### config.mk
export PLATFORM = sky130hd
export DESIGN_NAME = l2_wb_scheduler
export DESIGN_NICKNAME = d
export VERILOG_FILES = /design/src/rtl/l2_wb_pkg.sv /design/src/rtl/wb_buffer_cam.sv /design/src/rtl/l2_wb_scheduler.sv
export SDC_FILE = /design/constraint.sdc
export NUM_CORES = 2
export LEC_CHECK = 0
export CAP_MARGIN = 15
export CORE_ASPECT_RATIO = 2
export CORE_MARGIN = 2
export CORE_UTILIZATION = 25
export DETAILED_ROUTE_END_ITERATION = 12
export SYNTH_ARGS = -nofsm -noshare
export SYNTH_HDL_FRONTEND = slang
export SYNTH_SLANG_ARGS = --single-unit
### constraint.sdc
create_clock -name clk -period 6.4 [get_ports clk]
set_input_delay 0.96 -clock clk [delete_from_list [all_inputs] [get_ports clk]]
set_output_delay 0.96 -clock clk [all_outputs]
set_load 0.1 [all_outputs]
### src/rtl/l2_wb_pkg.sv
// Shared types and widths for the L2 write-back scheduler and its buffer.
package l2_wb_pkg;

  localparam int unsigned LINE_W   = 256;
  localparam int unsigned ADDR_W   = 32;
  localparam int unsigned OFFSET_W = 5;
  localparam int unsigned TAG_W    = ADDR_W - OFFSET_W;

  typedef enum logic [1:0] {
    IDLE   = 2'd0,
    RD_MEM = 2'd1,
    DRAIN  = 2'd2,
    RESP   = 2'd3
  } state_e;

  typedef struct packed {
    logic              valid;
    logic [TAG_W-1:0]  tag;
    logic [LINE_W-1:0] line;
  } wb_entry_t;

endpackage

### src/rtl/wb_buffer_cam.sv
// Circular write-back buffer with a parallel tag compare for forwarding and coalescing.
module wb_buffer_cam
  import l2_wb_pkg::*;
#(
  parameter int unsigned DEPTH = 2
) (
  input  logic                       clk,
  input  logic                       rst_n,
  input  logic [TAG_W-1:0]           lookup_tag_i,
  input  logic [LINE_W-1:0]          wline_i,
  input  logic                       enq_i,
  input  logic                       coal_i,
  input  logic [$clog2(DEPTH)-1:0]   coal_idx_i,
  input  logic                       pop_i,
  output logic                       hit_o,
  output logic [$clog2(DEPTH)-1:0]   hit_idx_o,
  output logic [LINE_W-1:0]          hit_line_o,
  output logic [TAG_W-1:0]           head_tag_o,
  output logic [LINE_W-1:0]          head_line_o,
  output logic                       full_o,
  output logic                       empty_o
);

  localparam int unsigned IDX_W = $clog2(DEPTH);
  localparam int unsigned CNT_W = $clog2(DEPTH + 1);

  wb_entry_t        ent_q [DEPTH];
  logic [IDX_W-1:0] head_q;
  logic [IDX_W-1:0] tail_q;
  logic [CNT_W-1:0] count_q;

  // Tags are unique across valid entries, so at most one iteration fires.
  always_comb begin
    hit_o      = 1'b0;
    hit_idx_o  = '0;
    hit_line_o = '0;
    for (int i = 0; i < int'(DEPTH); i++) begin
      if (ent_q[i].valid && (ent_q[i].tag == lookup_tag_i)) begin
        hit_o      = 1'b1;
        hit_idx_o  = IDX_W'(i);
        hit_line_o = ent_q[i].line;
      end
    end
  end

  assign head_tag_o  = ent_q[head_q].tag;
  assign head_line_o = ent_q[head_q].line;
  assign full_o      = (count_q == CNT_W'(DEPTH));
  assign empty_o     = (count_q == '0);

  // Enqueue and pop never coincide: up side and pmem side complete in different states.
  always_ff @(posedge clk or negedge rst_n) begin
    if (!rst_n) begin
      for (int i = 0; i < int'(DEPTH); i++) begin
        ent_q[i] <= '0;
      end
      head_q  <= '0;
      tail_q  <= '0;
      count_q <= '0;
    end else begin
      if (enq_i) begin
        ent_q[tail_q] <= wb_entry_t'{valid: 1'b1, tag: lookup_tag_i, line: wline_i};
        tail_q        <= tail_q + IDX_W'(1);
        count_q       <= count_q + CNT_W'(1);
      end
      if (coal_i) begin
        ent_q[coal_idx_i].line <= wline_i;
      end
      if (pop_i) begin
        ent_q[head_q].valid <= 1'b0;
        head_q              <= head_q + IDX_W'(1);
        count_q             <= count_q - CNT_W'(1);
      end
    end
  end

endmodule

### src/rtl/l2_wb_scheduler.sv
// Arbitrates the single pmem port between L2 line reads and buffered L2 evictions;
// reads bypass queued writes and hit buffered lines directly.
module l2_wb_scheduler
  import l2_wb_pkg::*;
#(
  parameter int unsigned DEPTH       = 2,
  parameter int unsigned DRAIN_DELAY = 4
) (
  input  logic              clk,
  input  logic              rst_n,
  input  logic              up_read,
  input  logic              up_write,
  input  logic [ADDR_W-1:0] up_addr,
  input  logic [LINE_W-1:0] up_wdata,
  output logic              up_resp,
  output logic [LINE_W-1:0] up_rdata,
  output logic              pmem_read,
  output logic              pmem_write,
  output logic [ADDR_W-1:0] pmem_address,
  output logic [LINE_W-1:0] pmem_wdata,
  input  logic              pmem_resp,
  input  logic [LINE_W-1:0] pmem_rdata,
  output logic              wb_empty
);

  localparam int unsigned IDX_W = $clog2(DEPTH);
  localparam int unsigned IC_W  = $clog2(DRAIN_DELAY + 1);

  state_e            state_q;
  logic [IC_W-1:0]   idle_cnt_q;
  logic              up_resp_q;
  logic [LINE_W-1:0] up_rdata_q;
  logic              pmem_read_q;
  logic              pmem_write_q;
  logic [ADDR_W-1:0] pmem_address_q;
  logic [LINE_W-1:0] pmem_wdata_q;

  logic [TAG_W-1:0]  req_tag;
  logic              hit;
  logic [IDX_W-1:0]  hit_idx;
  logic [LINE_W-1:0] hit_line;
  logic [TAG_W-1:0]  head_tag;
  logic [LINE_W-1:0] head_line;
  logic              full;
  logic              empty;
  logic              enq_c;
  logic              coal_c;
  logic              pop_c;
  logic              unused_offset;

  assign req_tag       = up_addr[ADDR_W-1:OFFSET_W];
  assign unused_offset = ^up_addr[OFFSET_W-1:0];

  wb_buffer_cam #(.DEPTH(DEPTH)) u_cam (
    .clk          (clk),
    .rst_n        (rst_n),
    .lookup_tag_i (req_tag),
    .wline_i      (up_wdata),
    .enq_i        (enq_c),
    .coal_i       (coal_c),
    .coal_idx_i   (hit_idx),
    .pop_i        (pop_c),
    .hit_o        (hit),
    .hit_idx_o    (hit_idx),
    .hit_line_o   (hit_line),
    .head_tag_o   (head_tag),
    .head_line_o  (head_line),
    .full_o       (full),
    .empty_o      (empty)
  );

  // Buffer write strobes; they fire on the same edge the FSM leaves IDLE or DRAIN.
  always_comb begin
    enq_c  = 1'b0;
    coal_c = 1'b0;
    pop_c  = 1'b0;
    if ((state_q == IDLE) && !up_read && up_write) begin
      coal_c = hit;
      enq_c  = !hit && !full;
    end
    if ((state_q == DRAIN) && pmem_resp) begin
      pop_c = 1'b1;
    end
  end

  always_ff @(posedge clk or negedge rst_n) begin
    if (!rst_n) begin
      state_q        <= IDLE;
      idle_cnt_q     <= '0;
      up_resp_q      <= 1'b0;
      up_rdata_q     <= '0;
      pmem_read_q    <= 1'b0;
      pmem_write_q   <= 1'b0;
      pmem_address_q <= '0;
      pmem_wdata_q   <= '0;
    end else begin
      up_resp_q <= 1'b0;
      if (state_q != IDLE) begin
        idle_cnt_q <= '0;
      end
      unique case (state_q)
        IDLE: begin
          if (up_read) begin
            idle_cnt_q <= '0;
            if (hit) begin
              up_rdata_q <= hit_line;
              up_resp_q  <= 1'b1;
              state_q    <= RESP;
            end else begin
              pmem_read_q    <= 1'b1;
              pmem_address_q <= {req_tag, OFFSET_W'(0)};
              state_q        <= RD_MEM;
            end
          end else if (up_write) begin
            idle_cnt_q <= '0;
            if (hit || !full) begin
              up_resp_q <= 1'b1;
              state_q   <= RESP;
            end else begin
              // Buffer full: free the head; the write stays pending and is retried in IDLE.
              pmem_write_q   <= 1'b1;
              pmem_address_q <= {head_tag, OFFSET_W'(0)};
              pmem_wdata_q   <= head_line;
              state_q        <= DRAIN;
            end
          end else if (idle_cnt_q != IC_W'(DRAIN_DELAY)) begin
            idle_cnt_q <= idle_cnt_q + IC_W'(1);
          end else if (!empty) begin
            pmem_write_q   <= 1'b1;
            pmem_address_q <= {head_tag, OFFSET_W'(0)};
            pmem_wdata_q   <= head_line;
            state_q        <= DRAIN;
          end
        end
        RD_MEM: begin
          if (pmem_resp) begin
            up_rdata_q     <= pmem_rdata;
            up_resp_q      <= 1'b1;
            pmem_read_q    <= 1'b0;
            pmem_address_q <= '0;
            state_q        <= RESP;
          end
        end
        DRAIN: begin
          if (pmem_resp) begin
            pmem_write_q   <= 1'b0;
            pmem_address_q <= '0;
            pmem_wdata_q   <= '0;
            state_q        <= IDLE;
          end
        end
        RESP: begin
          state_q <= IDLE;
        end
        default: state_q <= IDLE;
      endcase
    end
  end

  assign up_resp      = up_resp_q;
  assign up_rdata     = up_rdata_q;
  assign pmem_read    = pmem_read_q;
  assign pmem_write   = pmem_write_q;
  assign pmem_address = pmem_address_q;
  assign pmem_wdata   = pmem_wdata_q;
  assign wb_empty     = empty;

endmodule

==> impl_metrics.csv <==
group,metric,value,unit
logic_synthesis,synth_warnings,0,
sta,slew_headroom,20.3,%
logic_synthesis,synth_cell_types,45,
cts,clk_latency,0.74,ns
critical_path,crit_end,"pmem_wdata[111]$_DFFE_PN0P_",
global_routing,grt_max_degree,130,
sta,slew_viol_final,0,
sta,fin_crit,4.48,ns
place,place_area,66200,sq um
critical_path,cp.required,6.99,ns
floorplan,io_pins,1097,
cts,cts_buffers,108,
cts,cts_root_buf,"clkbuf_16",
cells_and_area,fill_cells,20900,
floorplan,coreArea,210000,sq um
worst_hold_path,hold_path.class,"input pin to asynchronous set/reset pin",
global_routing,grtUsageMet1,20.3,%
floorplan,rows,238,
logic_synthesis,synth_edf_count,0,
critical_path,r2r_setup_slack,2.35,ns
cells_and_area,fin_nets,5570,
global_routing,first_global_vias,39000,
critical_path,endpoint_kind,"flop",
cts,cts.path.max_buffers,3,
critical_path,worst-path-buf-inv,2,
critical_path,crit_type,"input pin to flop",
drt,dr_total_vias,37100,
global_routing,antenna_found_initial,65,
sta,finalCritPeriodShare,69.9,%
logic_synthesis,yosysSeqAreaShare,53.3,%
sta,rsz0062_at_grt,"false",
critical_path,cp_data_arrival_time,5.07,ns
logic_synthesis,async_reset_ff_share,100,%
cts,hold_buffers,0,
critical_path,path_max_fanout,85,
drt,drt_iter0_drc,1878,
cells_and_area,syn_to_final_growth,33.0,%
critical_path,worstPathCellList,"clkdlybuf4s50_1 -> xnor2_1 -> nand4_1 -> nor4_1 -> and2_4 -> nor3_1 -> o311a_4 -> buf_12 -> mux2_4",
cells_and_area,fin_area,69900,sq um
cells_and_area,drive_above_1_share,19.7,%
floorplan,die_w,328,microns
global_routing,grt_util_met3,4.96,%
drt,drt_first_pass_iters,5,
critical_path,worstRegToRegCells,9,
critical_path,worstSetupStartpoint,"up_addr[12]",
cells_and_area,fin_util,33.4,%
critical_path,r2r-start,"state_q[0]$_DFFE_PN0P_",
sta,fmax,223,MHz
logic_synthesis,synth_flop_cell,"dfrtp_1",
critical_path,critPathMaxStageDelay,0.67,ns
sta,finalSetupViolations,0,
global_routing,grt-ovfl-total,0,
drt,wl,190,mm
place,io_buffers,1086,
global_routing,grt_use_met2,29.1,%
drt,ant_nets,0,
logic_synthesis,netlist_area,52600,sq um
cts,clkTransAtPathRegs,0.07,ns
critical_path,cp-start-kind,"input pin",
outcome,status,"completed",
drt,viasPerCell,4.69,
cts,cts_setup_buffers,0,
flow_run,drv_cap,0,
critical_path,path_delay_family,"simple AND/OR/NAND/NOR gates",
floorplan,initial_core_util,25.1,%
cts,cts.sink_count,1119,
global_routing,grt-busiest-layer,"met2",
logic_synthesis,synth.avg_cell_area,13.0,sq um
place,hpwl,133,mm
cts,h-tree-depth,3,
place,routabilityCongestion,0.856,
drt,wl_per_cell,24.0,microns
sta,skew,0.0392,ns
critical_path,crit_slowest_cell,"nor4_1",
cells_and_area,layout_commonest_cell,"dfrtp_1",
cells_and_area,layout_common_cells,"dfrtp_1, clkdlybuf4s50_1, mux2_2",
floorplan,dieArea,214000,sq um
drt,drc_errors,0,
logic_synthesis,syn_inst,4057,
sta,worstMarginPinSlew,1.19,ns
global_routing,grt_use_total,17.1,%
critical_path,path_depth,9,
global_routing,grt_pass1_wl,274,mm
logic_synthesis,ys_ff_latch,1119,
sta,setup_tns,0,ns
cts,cts_tree,"built",
floorplan,dieHeight,652,microns
cts,post_cts_resize_count,0,
sta,hold_viol_final,0,
[metrics by stage]
stage / hold slack [ns] / cells / setup WS [ns]
finish: 0.300 / 7902 / 1.92
global route: 0.281 / 7896 / 1.89
CTS: 0.229 / 7864 / 2.13
detailed placement: 0.473 / 7666 / 1.30
global placement: 0.467 / 7666 / 1.31
floorplan: 0.460 / 4061 / 3.25
[worst min path at each step]
stage / startpoint / to / depth (start not counted)
floorplan: u_cam.ent_q[567]$_DFF_PN0_ / u_cam.ent_q[567]$_DFF_PN0_ / 1
global placement: up_rdata[244]$_DFFE_PN0P_ / up_rdata[244]$_DFFE_PN0P_ / 1
detailed placement: pmem_address[8]$_DFFE_PN0P_ / pmem_address[8]$_DFFE_PN0P_ / 1
CTS: rst_n / pmem_wdata[213]$_DFFE_PN0P_ / 1
global route: rst_n / up_rdata[201]$_DFFE_PN0P_ / 1
finish: rst_n / up_rdata[201]$_DFFE_PN0P_ / 1
[worst reg2reg max path, cell delays in order (launching register included)]
cell and delay [ns]:
dfrtp_1 0.43, inv_1 0.14, ha_1 0.38, inv_1 0.16, nor2_1 0.34, nand2_1 0.20, nor3_1 0.56, nor3b_2 0.90
buf_4 0.44, mux2_2 0.39
[per-layer routing]
| layer | share of wire [%] | up-vias |
|---|---|---|
| li1 | - | 16400 |
| met2 | 49 | 1268 |
| met3 | 8.3 | 291 |
| met1 | 39 | 19100 |
| met5 | 0.078 | - |
| met4 | 3.5 | 22 |
[cell type report]
class                   instances  area, sq um  share of cell area, %
multi-input cells            2366        22000                   31.4
inverters                     266          998                   1.43
well taps                    2760         3450                   4.94
clock buffers                 148         3060                   4.38
diodes                         38         95.1                  0.136
flip-flops and latches       1119        28000                   40.1
repair buffers               1155        11700                   16.7
clock inverters                50          612                  0.875
[cells in the mapped netlist (19+ instances only)]
cell	instances	area share [%]
dfrtp_1	1119	53
mux2_2	490	10
mux2_1	359	7.7
nor2_1	299	2.1
a21oi_1	286	2.7
mux2i_1	284	5.4
inv_1	266	1.9
a221oi_1	256	4.3
mux2_4	229	6.5
clkbuf_1	141	1.0
buf_2	88	0.84
buf_6	46	0.99
xnor2_1	46	0.77
o2bb2ai_1	28	0.47
buf_1	19	0.14
[cells by family after synthesis]
group / Yosys count / synth area share, %
other: 1 / 0.00714
adders and majority gates: 5 / 0.119
AOI/OAI and AO/OA: 593 / 7.77
DFF: 1119 / 53.3
xor gates and xnor gates: 58 / 0.967
and+or+nand+nor: 343 / 2.62
muxes: 1362 / 30.1
buffers and inverters: 576 / 5.09
[flip-flops by register name (all words and copies together), names as in the netlist, named ones only]
signal / cells
pmem_write: 1
pmem_wdata: 256
idle_cnt_q: 3
u_cam.head_q: 1
pmem_read: 1
state_q: 2
u_cam.count_q: 2
up_rdata: 256
pmem_address: 27
u_cam.tail_q: 1
u_cam.ent_q: 514
up_resp: 1
Power is left out: the tool's default activity adds up to more than one toggle a clock period on the data nets, which glitch-free logic cannot reach.
